`src/rtl/mem_port_arbiter_if.sv`:
```
// mem_port_arbiter_if: fetch, data and memory-side signals of the shared port.
// slave is the arbiter view; master is the requester/memory environment view.
interface mem_port_arbiter_if #(
  parameter int ADDR_W = 32,
  parameter int DATA_W = 32
);
  logic              if_req;
  logic [ADDR_W-1:0] if_addr;
  logic [DATA_W-1:0] if_rdata;
  logic              if_ack;

  logic              dm_req;
  logic              dm_we;
  logic [1:0]        dm_mode;
  logic [ADDR_W-1:0] dm_addr;
  logic [DATA_W-1:0] dm_wdata;
  logic [DATA_W-1:0] dm_rdata;
  logic              dm_ack;

  logic              mem_en;
  logic              mem_we;
  logic [1:0]        mem_mode;
  logic [ADDR_W-1:0] mem_addr;
  logic [DATA_W-1:0] mem_wdata;
  logic [DATA_W-1:0] mem_rdata;
  logic              mem_ready;

  logic              owner;
  logic              err;

  modport slave (
    input  if_req, if_addr,
    output if_rdata, if_ack,
    input  dm_req, dm_we, dm_mode, dm_addr, dm_wdata,
    output dm_rdata, dm_ack,
    output mem_en, mem_we, mem_mode, mem_addr, mem_wdata,
    input  mem_rdata, mem_ready,
    output owner, err
  );

  modport master (
    output if_req, if_addr,
    input  if_rdata, if_ack,
    output dm_req, dm_we, dm_mode, dm_addr, dm_wdata,
    input  dm_rdata, dm_ack,
    input  mem_en, mem_we, mem_mode, mem_addr, mem_wdata,
    output mem_rdata, mem_ready,
    input  owner, err
  );
endinterface

```
`src/rtl/mem_port_arbiter.sv`:
```
// mem_port_arbiter: shares one memory port between fetch (IF) and data (DM).
// Define ARB_TIMEOUT_EN to add a grant watchdog that aborts with err.
module mem_port_arbiter #(
  parameter int ADDR_W       = 32,
  parameter int DATA_W       = 32,
  parameter int STARVE_LIMIT = 3,
  parameter int TIMEOUT      = 15
) (
  input logic               clk,
  input logic               rst_n,
  mem_port_arbiter_if.slave bus
);
  typedef enum logic [1:0] {
    IDLE, DGNT, IGNT, RESP
  } state_t;

  localparam logic [3:0] LIMIT = 4'(STARVE_LIMIT);

  state_t            state_q, state_d;
  logic [3:0]        starve_q;
  logic              go_if, go_dm;
  logic              granted, done, abort;
  logic              mem_en_q, mem_we_q;
  logic [1:0]        mem_mode_q;
  logic [ADDR_W-1:0] mem_addr_q;
  logic [DATA_W-1:0] mem_wdata_q;
  logic              owner_q;
  logic              if_ack_q, dm_ack_q, err_q;
  logic [DATA_W-1:0] if_rdata_q, dm_rdata_q;

`ifdef ARB_TIMEOUT_EN
  logic [7:0] wd_q;

  always_ff @(posedge clk or negedge rst_n) begin
    if (!rst_n) begin
      wd_q <= '0;
    end else if (granted) begin
      wd_q <= wd_q + 8'd1;
    end else begin
      wd_q <= '0;
    end
  end

  assign abort = granted && !bus.mem_ready
              && (wd_q == 8'(TIMEOUT - 1));
`else
  logic [7:0] unused_timeout;
  assign unused_timeout = 8'(TIMEOUT);
  assign abort = 1'b0;
`endif

  always_comb begin
    go_if   = bus.if_req
           && (!bus.dm_req || starve_q == LIMIT);
    go_dm   = bus.dm_req && !go_if;
    granted = (state_q == DGNT) || (state_q == IGNT);
    done    = granted && bus.mem_ready;
    state_d = state_q;
    unique case (state_q)
      IDLE: begin
        unique case (1'b1)
          go_if:   state_d = IGNT;
          go_dm:   state_d = DGNT;
          default: state_d = IDLE;
        endcase
      end
      DGNT, IGNT: begin
        if (done || abort) state_d = RESP;
      end
      RESP:    state_d = IDLE;
      default: state_d = IDLE;
    endcase
  end

  always_ff @(posedge clk or negedge rst_n) begin
    if (!rst_n) state_q <= IDLE;
    else        state_q <= state_d;
  end

  always_ff @(posedge clk or negedge rst_n) begin
    if (!rst_n) begin
      mem_en_q    <= 1'b0;
      mem_we_q    <= 1'b0;
      mem_mode_q  <= '0;
      mem_addr_q  <= '0;
      mem_wdata_q <= '0;
      owner_q     <= 1'b0;
      starve_q    <= '0;
      if_ack_q    <= 1'b0;
      dm_ack_q    <= 1'b0;
      err_q       <= 1'b0;
      if_rdata_q  <= '0;
      dm_rdata_q  <= '0;
    end else begin
      if_ack_q <= 1'b0;
      dm_ack_q <= 1'b0;
      err_q    <= 1'b0;
      unique case (state_q)
        IDLE: begin
          if (go_if) begin
            mem_en_q    <= 1'b1;
            mem_we_q    <= 1'b0;
            mem_mode_q  <= 2'b10;
            mem_addr_q  <= bus.if_addr;
            mem_wdata_q <= '0;
            owner_q     <= 1'b1;
            starve_q    <= '0;
          end else if (go_dm) begin
            mem_en_q    <= 1'b1;
            mem_we_q    <= bus.dm_we;
            // reserved size code goes out as a word access
            mem_mode_q  <= (bus.dm_mode == 2'b11)
                         ? 2'b10 : bus.dm_mode;
            mem_addr_q  <= bus.dm_addr;
            mem_wdata_q <= bus.dm_wdata;
            owner_q     <= 1'b0;
            if (bus.if_req && starve_q != LIMIT)
              starve_q <= starve_q + 4'd1;
          end
        end
        DGNT, IGNT: begin
          if (done || abort) begin
            mem_en_q    <= 1'b0;
            mem_we_q    <= 1'b0;
            mem_mode_q  <= '0;
            mem_addr_q  <= '0;
            mem_wdata_q <= '0;
            err_q       <= abort;
            if (owner_q) begin
              if_ack_q   <= 1'b1;
              if_rdata_q <= done ? bus.mem_rdata : '0;
            end else begin
              dm_ack_q <= 1'b1;
              if (abort)
                dm_rdata_q <= '0;
              else if (!mem_we_q)
                dm_rdata_q <= bus.mem_rdata;
            end
          end
        end
        default: ;
      endcase
    end
  end

  assign bus.mem_en    = mem_en_q;
  assign bus.mem_we    = mem_we_q;
  assign bus.mem_mode  = mem_mode_q;
  assign bus.mem_addr  = mem_addr_q;
  assign bus.mem_wdata = mem_wdata_q;
  assign bus.owner     = owner_q;
  assign bus.if_ack    = if_ack_q;
  assign bus.dm_ack    = dm_ack_q;
  assign bus.err       = err_q;
  assign bus.if_rdata  = if_rdata_q;
  assign bus.dm_rdata  = dm_rdata_q;
endmodule

```
`src/flat_wrapper.sv`:
```
// flat-port wrapper written by rule: the top's interface ports become plain ports
module mem_port_arbiter_flat 
#(
  parameter int ADDR_W       = 32,
  parameter int DATA_W       = 32,
  parameter int STARVE_LIMIT = 3,
  parameter int TIMEOUT      = 15
)
  (clk, rst_n, bus_if_req, bus_if_addr, bus_if_rdata, bus_if_ack, bus_dm_req, bus_dm_we, bus_dm_mode, bus_dm_addr, bus_dm_wdata, bus_dm_rdata, bus_dm_ack, bus_mem_en, bus_mem_we, bus_mem_mode, bus_mem_addr, bus_mem_wdata, bus_mem_rdata, bus_mem_ready, bus_owner, bus_err);
  mem_port_arbiter_if #(.ADDR_W(ADDR_W), .DATA_W(DATA_W)) bus_i ();
  input logic clk;
  input logic rst_n;
  input wire logic [$bits(bus_i.if_req)-1:0] bus_if_req;
  input wire logic [$bits(bus_i.if_addr)-1:0] bus_if_addr;
  output wire logic [$bits(bus_i.if_rdata)-1:0] bus_if_rdata;
  output wire logic [$bits(bus_i.if_ack)-1:0] bus_if_ack;
  input wire logic [$bits(bus_i.dm_req)-1:0] bus_dm_req;
  input wire logic [$bits(bus_i.dm_we)-1:0] bus_dm_we;
  input wire logic [$bits(bus_i.dm_mode)-1:0] bus_dm_mode;
  input wire logic [$bits(bus_i.dm_addr)-1:0] bus_dm_addr;
  input wire logic [$bits(bus_i.dm_wdata)-1:0] bus_dm_wdata;
  output wire logic [$bits(bus_i.dm_rdata)-1:0] bus_dm_rdata;
  output wire logic [$bits(bus_i.dm_ack)-1:0] bus_dm_ack;
  output wire logic [$bits(bus_i.mem_en)-1:0] bus_mem_en;
  output wire logic [$bits(bus_i.mem_we)-1:0] bus_mem_we;
  output wire logic [$bits(bus_i.mem_mode)-1:0] bus_mem_mode;
  output wire logic [$bits(bus_i.mem_addr)-1:0] bus_mem_addr;
  output wire logic [$bits(bus_i.mem_wdata)-1:0] bus_mem_wdata;
  input wire logic [$bits(bus_i.mem_rdata)-1:0] bus_mem_rdata;
  input wire logic [$bits(bus_i.mem_ready)-1:0] bus_mem_ready;
  output wire logic [$bits(bus_i.owner)-1:0] bus_owner;
  output wire logic [$bits(bus_i.err)-1:0] bus_err;
  assign bus_i.if_req = bus_if_req;
  assign bus_i.if_addr = bus_if_addr;
  assign bus_if_rdata = bus_i.if_rdata;
  assign bus_if_ack = bus_i.if_ack;
  assign bus_i.dm_req = bus_dm_req;
  assign bus_i.dm_we = bus_dm_we;
  assign bus_i.dm_mode = bus_dm_mode;
  assign bus_i.dm_addr = bus_dm_addr;
  assign bus_i.dm_wdata = bus_dm_wdata;
  assign bus_dm_rdata = bus_i.dm_rdata;
  assign bus_dm_ack = bus_i.dm_ack;
  assign bus_mem_en = bus_i.mem_en;
  assign bus_mem_we = bus_i.mem_we;
  assign bus_mem_mode = bus_i.mem_mode;
  assign bus_mem_addr = bus_i.mem_addr;
  assign bus_mem_wdata = bus_i.mem_wdata;
  assign bus_i.mem_rdata = bus_mem_rdata;
  assign bus_i.mem_ready = bus_mem_ready;
  assign bus_owner = bus_i.owner;
  assign bus_err = bus_i.err;
  mem_port_arbiter #(.ADDR_W(ADDR_W), .DATA_W(DATA_W), .STARVE_LIMIT(STARVE_LIMIT), .TIMEOUT(TIMEOUT)) u_core (.clk(clk), .rst_n(rst_n), .bus(bus_i));
endmodule
```
`config.mk`:
```
export PLATFORM = sky130hd
export DESIGN_NAME = mem_port_arbiter_flat
export DESIGN_NICKNAME = d
export VERILOG_FILES = /design/src/rtl/mem_port_arbiter_if.sv /design/src/rtl/mem_port_arbiter.sv /design/src/flat_wrapper.sv
export SDC_FILE = /design/constraint.sdc
export NUM_CORES = 1
export LEC_CHECK = 0
export CAP_MARGIN = 5
export CELL_PAD_IN_SITES_DETAIL_PLACEMENT = 1
export CELL_PAD_IN_SITES_GLOBAL_PLACEMENT = 2
export CORE_MARGIN = 3
export CORE_UTILIZATION = 27
export DETAILED_ROUTE_END_ITERATION = 10
export HOLD_SLACK_MARGIN = 0.02
export PLACE_DENSITY_LB_ADDON = 0.1
export SLEW_MARGIN = 0
export SYNTH_ARGS = -nofsm -noshare
export SYNTH_HDL_FRONTEND = slang
export SYNTH_SLANG_ARGS = --single-unit
```
`constraint.sdc`:
```
create_clock -name clk -period 2.74 [get_ports clk]
set_input_delay 0.411 -clock clk [delete_from_list [all_inputs] [get_ports clk]]
set_output_delay 0.411 -clock clk [all_outputs]
set_load 0.02 [all_outputs]
```
* Word-level counts from Yosys, hierarchy flattened
Cells that the tools add are included.
Widths: inputs -> output; s select.
** Storage, ports and cells
- Bits in registers :: 141
- Input port bits :: 136
- Output and inout bits :: 136
- Word-level logic and storage cells :: 74
** Operators by class
- Add/subtract/negate cells :: 1
- Eq/ne operators :: 8
- Mux-type cells :: 33
- Bitwise gates (word level) :: 2
- Reductions and logical operators :: 18
** Operator list (number)
- $mux 32 :: 5
- $pmux 32 s2 :: 2
- $mux 1 :: 13
- $mux 4 :: 3
- $mux 2 :: 5
- $reduce_and 3->1 :: 3
- $pmux 2 s2 :: 2
- $eq 2x2->1 const B :: 3
- $pmux 2 s3 :: 1
- $reduce_bool 2->1 :: 3
- $add 4x1->4 const B :: 1
- $eq 4x2->1 const B :: 1
- $logic_and 1x1->1 :: 4
- $ne 4x2->1 const B :: 1
- $pmux 1 s2 :: 2
- $reduce_and 4->1 :: 1
- $ne 3x1->1 const B :: 1
- $eq 2x1->1 const B :: 1
- $logic_not 1->1 :: 2
- $logic_not 2->1 :: 1
- $logic_or 1x1->1 :: 2
- $ne 2x1->1 const B :: 1
- $not 1->1 :: 2
- $reduce_and 2->1 :: 1
- $reduce_or 2->1 :: 1

* Depth between registers and ports, before layout
Gate-level depths: netlist of run 1.
- Depth in word-level cells :: 8
- Depth in mapped cells :: 8

* Worst setup path before layout of run 1
No wires, ideal clock.
- Path type :: register to register
- From :: reg u_core.state_q[0]
- To :: reg u_core.mem_addr_q[0] (netlist: u_core.bus.mem_addr[0])
- Data arrival time :: 1.810 ns
- Setup slack :: 0.804 ns
- Stages on the path, launching flop included :: 8
- Clock period less this slack :: 1.936 ns
- Cells stage by stage :: dfrtp_1 inv_1 ha_1 nor2b_4 or3_1 buf_2 buf_6 a221o_1
** On the way
- Word-level cells in the longest chain between the ends :: 5
- Elaborated cells between the ends (all ways) :: 11
- Classes of those cells :: 4 x eq/ne; 1 x mux; 6 x reduce/logical
** RTL lines
- start: declaration :: line mem_port_arbiter.sv:19 : state_t state_q, state_d;
- start signal: assignment :: line mem_port_arbiter.sv:77 : else state_q <= state_d;
- $eq 2x1->1 or $eq 2x2->1 (tied branches) :: line mem_port_arbiter.sv:56, mem_port_arbiter.sv:98
- $logic_or 1x1->1 :: line mem_port_arbiter.sv:56 : granted = (state_q == DGNT) || (state_q == IGNT);
- $logic_and 1x1->1 :: line mem_port_arbiter.sv:57 : done = granted && bus.mem_ready;
- $ne 2x1->1 (no line)
- $reduce_and 3->1 (no line)
- end signal: assignment :: line mem_port_arbiter.sv:104 : mem_addr_q <= bus.if_addr;
- end signal: assignment :: line mem_port_arbiter.sv:114 : mem_addr_q <= bus.dm_addr;
- end: declaration :: line mem_port_arbiter.sv:25 : logic [ADDR_W-1:0] mem_addr_q;
Several ways; a longest one is shown, not always the timed one.
A chain may end at the register's enable or synchronous reset.

* Worst setup path after layout of run 1
- From :: reg u_core.state_q[0]
- To :: reg u_core.dm_rdata_q[0] (netlist: u_core.bus.dm_rdata[0])
** On the way
- Word-level cells in the longest chain between the ends :: 4
- Elaborated cells between the ends (all ways) :: 6
- Classes of those cells :: 2 x eq/ne; 4 x reduce/logical
** RTL lines
- $eq 2x1->1 or $eq 2x2->1 (tied branches) :: line mem_port_arbiter.sv:56, mem_port_arbiter.sv:98
- $logic_or 1x1->1 :: line mem_port_arbiter.sv:56
- $logic_and 1x1->1 :: line mem_port_arbiter.sv:57
- $reduce_and 4->1 (no line) *
- end signal: assignment :: line mem_port_arbiter.sv:137 : dm_rdata_q <= bus.mem_rdata;
- end: declaration :: line mem_port_arbiter.sv:29 : logic [DATA_W-1:0] if_rdata_q, dm_rdata_q;
Every way passes the cells marked *; elsewhere a longest branch is shown, timed or not.

==> results of run 1 <==
[path summary, 6_finish.rpt]
check,startpoint,endpoint
max,u_core.state_q[0]$_DFFE_PN0P_,u_core.bus.dm_rdata[0]$_DFFE_PN0P_
min reg2reg,u_core.bus.mem_en$_DFFE_PN0P_,u_core.bus.mem_en$_DFFE_PN0P_
max reg2reg,u_core.state_q[0]$_DFFE_PN0P_,u_core.bus.dm_rdata[0]$_DFFE_PN0P_
max in group asynchronous,rst_n,u_core.bus.mem_addr[27]$_DFFE_PN0P_
min in group clk,u_core.bus.mem_en$_DFFE_PN0P_,u_core.bus.mem_en$_DFFE_PN0P_
min,rst_n,u_core.bus.mem_wdata[19]$_DFFE_PN0P_
[flip-flops by register name (all words and copies together) (netlist names)]
name and cells:
u_core.bus.dm_ack 1, u_core.bus.mem_en 1, u_core.bus.mem_mode 2, u_core.starve_q 4, u_core.state_q 2, u_core.bus.mem_we 1, u_core.bus.if_rdata 32, u_core.bus.mem_addr 32
u_core.bus.dm_rdata 32, u_core.bus.owner 1, u_core.bus.mem_wdata 32, u_core.bus.if_ack 1
[where the power goes]
part	internal (mW)	leakage, nW	switching (mW)
registers	3.07	1.74	0.552
clock network	1.67	0.316	0.912
logic	3.35	1.89	3.34
total	8.09	3.96	4.80
[layout make-up]
type	instances	area share, %
clock inverters	12	2.09
repair buffers	288	28.9
inverters	6	0.225
well taps	313	3.91
flip-flops and latches	141	35.2
diodes	1	0.0250
clock buffers	19	4.52
multi-input cells	271	25.1
[layer usage]
layer  share of wire, %  GRT usage (%)  vias to the layer above  wire, um
met5                  0              0                        -         0
met4                1.1           4.46                        0       234
met3                6.3           4.84                       12      1340
met2                 49           27.2                      175     10400
met1                 44           21.7                     2670      9380
li1                   -              -                     2368         -
[kinds of logic (layout without fill, tap and decap cells)]
logic type | Yosys count | count (layout) | synth area share (%)
fa+ha+maj | 4 | 4 | 0.792
simple gates | 89 | 89 | 10.4
mux | 64 | 64 | 11.4
other cells | 1 | 2 | 0.0593
flops | 141 | 141 | 55.8
compound gates | 113 | 113 | 16.6
buf+inv | 60 | 325 | 4.93
[layout by cell type, fill, tap and decap left out, types with 2 or more instances in the layout]
master / netlist / routed
bufinv_16: 0 / 5
clkbuf_8: 0 / 2
nor4b_1: 31 / 31
mux2_1: 2 / 2
clkbuf_16: 0 / 17
buf_4: 2 / 13
a22o_1: 3 / 3
inv_6: 0 / 2
a2111oi_0: 31 / 31
ha_2: 0 / 2
inv_1: 6 / 6
clkinv_4: 0 / 3
nand3b_1: 3 / 3
o211ai_1: 2 / 2
dfrtp_1: 141 / 141
a32o_1: 34 / 34
nor3_4: 1 / 2
clkinvlp_4: 0 / 2
o21ai_0: 2 / 2
mux2_2: 62 / 62
nor2_1: 3 / 3
clkdlybuf4s50_1: 0 / 269
ha_1: 4 / 2
nand2b_1: 33 / 33
a221o_1: 31 / 31
nand2_1: 5 / 5
a21o_1: 2 / 2
buf_12: 0 / 4
[worst max-delay path, cell delays in order (launching register included)]
cell     delay [ns]
dfrtp_1        0.36
inv_1          0.08
ha_2           0.35
buf_4          0.37
nand2_1        0.18
nor3_4         0.18
buf_12         0.25
mux2_2         0.36
[timing repair]
item                       4_1_cts  5_1_grt
setup endpoints to repair        0        0
setup buffers                    0        0
hold endpoints to repair        39        0
hold buffers                     1        0
==> results.py, run 1 <==
metrics = {
    "logic_synthesis": {
        "synth_edf_count": 0,
        "ys_top_cells_by_area": "dfrtp_1, mux2_2, a32o_1, a221o_1, a2111oi_0",
        "synth_top_area_share_pct": 55.8,
        "yosysTopAreaCell": "dfrtp_1",
        "yosysSeqAreaShare_pct": 55.8,
        "synth_common_cells": "dfrtp_1, mux2_2, a32o_1",
        "yosysWarnings": 0,
        "syn_nets": 612,
        "ys_ff_latch": 141,
        "synthArstFlopShare_pct": 100,
        "synth_flop_cell": "dfrtp_1",
        "avgSynthCellArea_um2": 13.4,
        "synth_area_um2": 6320,
        "yosysUniqueCellTypes": 43,
        "yosysMostFrequentCell": "dfrtp_1",
        "synthCells": 472,
    },
    "route": {
        "ant_nets": 0,
        "via_per_inst": 4.97,
        "post_drt_wl_per_cell_um": 20.3,
        "dr.pass1.iters": 6,
        "drt_wl_total_um": 21300,
        "drc": 0,
        "vias": 5225,
        "drt-initial-drc-count": 214,
    },
    "setup_path": {
        "timing.reg2reg.worst_path_depth": 7,
        "worst-path-max-fanout": 41,
        "end_kind": "flop",
        "required_ns": 3.03,
        "worst_ep_arrival_time_ns": 2.55,
        "path_class": "reg2reg",
        "ff2ff_setup_slack_ns": 0.49,
        "start_kind": "flop",
    },
    "timing": {
        "fin_crit_sh_pct": 82.2,
        "rsz0062_at_grt": "false",
        "setup_tns_ns": 0,
        "slew_headroom_pct": 56.2,
        "hold_violations": 0,
        "fin_hold_ws_ns": 0.477,
        "finClkSkew_ns": 0.0103,
        "fin_crit_ns": 2.25,
        "tightest_slew_ns": 0.657,
        "fin_ws_ns": 0.487,
        "finalSetupViolations": 0,
        "drv_slew": 0,
        "fmax_ghz": 0.444,
    },
    "layout": {
        "fillers": 2364,
        "area_delta_synth_final_pct": 58.4,
        "multi_input_area_um2": 2520,
        "ff_latch_area_um2": 3530,
        "final_nets": 865,
        "utilization_pct": 43.8,
        "final_area_um2": 10000,
        "drive_above_1_share_pct": 16.6,
        "stdcell_count": 1051,
    },
    "die": {
        "rows": 55,
        "coreArea_um2": 22800,
        "die_width_um": 159,
        "die_y_um": 159,
        "die-area_um2": 25300,
        "ios": 272,
        "start_util_pct": 27.7,
    },
    "clocking": {
        "clkTransAtPathRegs_ns": 0.06,
        "cts_buffers": 17,
        "tritoncts": "yes",
        "clockBufferDepth": 2,
        "cts_max_level": 4,
        "cts-root-buf": "clkbuf_16",
        "post_cts_resized": 0,
        "insertion_delay_ns": 0.42,
        "cts_num_sinks": 141,
    },
    "grt": {
        "grt_pass1_vias": 5603,
        "grt_pass1_wl_um": 33500,
        "grt_max_degree": 67,
        "antenna_found_initial": 0,
        "gr-total-overflow": 0,
        "grt_usage_pct": 16.7,
    },
    "power": {
        "vdd_drop_max_mv": 0.579,
        "p_per_area_nw_per_um2": 1290,
        "p_leak_nw": 3.96,
        "finalPower_mw": 12.9,
    },
    "placement": {
        "port_buffers": 270,
        "dp_hpwl_um": 14900,
        "dp.cells": 1018,
        "placedInstanceArea_um2": 9340,
        "place_ws_ns": 0.330,
        "globalplace.congestion": 0.750,
    },
    "worst_hold_path": {
        "hold_path.class": "in2async",
    },
    "run_status": {
        "status": "finished clean",
    },
    "flow_run": {
        "drv_cap": 0,
    },
}
Power figures use the tool's default switching activity.
==> run 2, diff against run 1 <==
CORE_UTILIZATION = 24   (was 27)
clock period = 1.9 ns   (was 2.74 ns; I/O delays follow)
==> results.py, run 2 (synthesis results as in run 1) <==
metrics = {
    "timing": {
        "fin_hold_ws_ns": 0.378,
        "finalSetupViolations": 0,
        "tightest_slew_ns": 0.509,
        "drv_slew": 0,
        "slew_headroom_pct": 66.1,
        "setup_tns_ns": 0,
        "rsz0062_at_grt": "true",
        "finClkSkew_ns": 0.00629,
        "fin_ws_ns": 0.0182,
        "fin_crit_ns": 1.88,
        "fin_crit_sh_pct": 99.0,
        "hold_violations": 0,
        "fmax_ghz": 0.531,
    },
    "setup_path": {
        "required_ns": 2.20,
        "cp_cell_sequence": "inv_2 -> ha_4 -> nor2b_4 -> or3_4 -> buf_12 -> a221o_1",
        "crit_family": "simple AND/OR/NAND/NOR gates",
        "max_stage_delay_ns": 0.41,
        "worst_ep_arrival_time_ns": 2.18,
        "end_kind": "flop",
        "path_class": "reg2reg",
        "start_kind": "flop",
        "crit_buf_inv": 2,
        "worst-path-max-fanout": 29,
        "cpMaxStageDelayCell": "or3_4",
    },
    "grt": {
        "grt_usage_pct": 15.8,
        "globalRouteMet3Util_pct": 4.30,
        "grt_max_degree": 66,
        "grt-busiest-layer": "met2",
        "gr-total-overflow": 0,
        "grt.met2_usage_pct": 26.1,
        "grt_pass1_wl_um": 35200,
        "globalRouteMet1Util_pct": 20.8,
        "grt_pass1_vias": 5928,
        "antenna_found_initial": 0,
    },
    "route": {
        "vias": 5339,
        "dr.pass1.iters": 4,
        "via_per_inst": 4.88,
        "drc": 0,
        "ant_nets": 0,
        "drt_wl_total_um": 23100,
        "drt-initial-drc-count": 197,
        "post_drt_wl_per_cell_um": 21.2,
    },
    "power": {
        "p_leak_nw": 4.17,
        "finalPower_mw": 19.6,
        "p_per_area_nw_per_um2": 1850,
        "vdd_drop_max_mv": 0.718,
    },
    "clocking": {
        "clkTransAtPathRegs_ns": 0.06,
        "cts_max_level": 4,
        "cts_buffers": 17,
        "cts-root-buf": "clkbuf_16",
        "insertion_delay_ns": 0.41,
        "clockBufferDepth": 2,
        "tritoncts": "yes",
        "cts_num_sinks": 141,
    },
    "layout": {
        "stdcell_count": 1093,
        "layout_commonest_cell": "clkdlybuf4s50_1",
        "fillers": 2672,
        "ff_latch_area_um2": 3530,
        "area_delta_synth_final_pct": 67.3,
        "final_nets": 891,
        "layout_common_cells": "clkdlybuf4s50_1, dfrtp_1, mux2_2",
        "antenna_cells": 0,
        "drive_above_1_share_pct": 21.6,
        "multi_input_area_um2": 2660,
        "final_area_um2": 10600,
        "utilization_pct": 41.4,
    },
    "flow_run": {
        "drv_cap": 0,
    },
    "placement": {
        "dp.cells": 1057,
        "globalplace.congestion": 0.746,
        "dp_hpwl_um": 16200,
        "placedInstanceArea_um2": 9670,
        "port_buffers": 270,
        "place_ws_ns": -0.216,
    },
    "die": {
        "coreArea_um2": 25500,
        "die_width_um": 168,
        "die-area_um2": 28300,
        "ios": 272,
        "die_y_um": 168,
        "rows": 58,
        "start_util_pct": 24.8,
    },
    "run_status": {
        "status": "finished clean",
    },
    "worst_hold_path": {
        "hold_path.class": "in2async",
    },
}
[run 2: path summary, 6_finish.rpt]
kind                                                     from                                  end  slack [ns]  cells after the start
worst max-delay path            u_core.state_q[0]$_DFFE_PN0P_  u_core.bus.mem_addr[23]$_DFFE_PN0P_        0.02                      6
worst min-delay path                                    rst_n  u_core.bus.dm_rdata[17]$_DFFE_PN0P_        0.38                      2
worst max register to register  u_core.state_q[0]$_DFFE_PN0P_  u_core.bus.mem_addr[23]$_DFFE_PN0P_        0.02                      6
worst min register to register  u_core.bus.mem_en$_DFFE_PN0P_        u_core.bus.mem_en$_DFFE_PN0P_        0.48                      1
max in group asynchronous                               rst_n   u_core.bus.if_rdata[8]$_DFFE_PN0P_        0.91                      3
min in group clk                u_core.bus.mem_en$_DFFE_PN0P_        u_core.bus.mem_en$_DFFE_PN0P_        0.48                      1
[run 2: metal layers]
layer	vias to the layer above	routed length (um)	share of wire, %
met3	14	1470	6.4
met2	207	11100	48
met1	2705	10300	45
met5	-	0	0
met4	0	212	0.92
li1	2413	-	-
[run 2: cell type report]
cell class | count | share of cell area, %
flip-flops and latches | 141 | 33.3
clock buffers | 17 | 4.02
multi-input cells | 271 | 25.1
repair buffers | 314 | 31.4
clock inverters | 14 | 1.97
inverters | 6 | 0.213
well taps | 330 | 3.90
[run 2: power breakdown]
part           internal [mW]  total [mW]  switching [mW]
logic                   5.54        10.7            5.15
registers               4.42        5.25           0.824
clock network           2.23        3.62            1.39
total                   12.2        19.6            7.36
[run 2: repair_timing]
action | CTS | global route
cloned | 1 | 2
hold buffers | 1 | 0
hold endpoints to repair | 41 | 0
setup buffers | 0 | 1
pin swaps | 0 | 2
gates resized for setup | 13 | 40
endpoints found under the setup margin | 67 | 87
==> run 3, diff against run 2 <==
CTS_CLUSTER_DIAMETER = 60   (was unset)
==> results of run 3 <==
The final DEF is identical to that of run 2; final timing and power are the same.
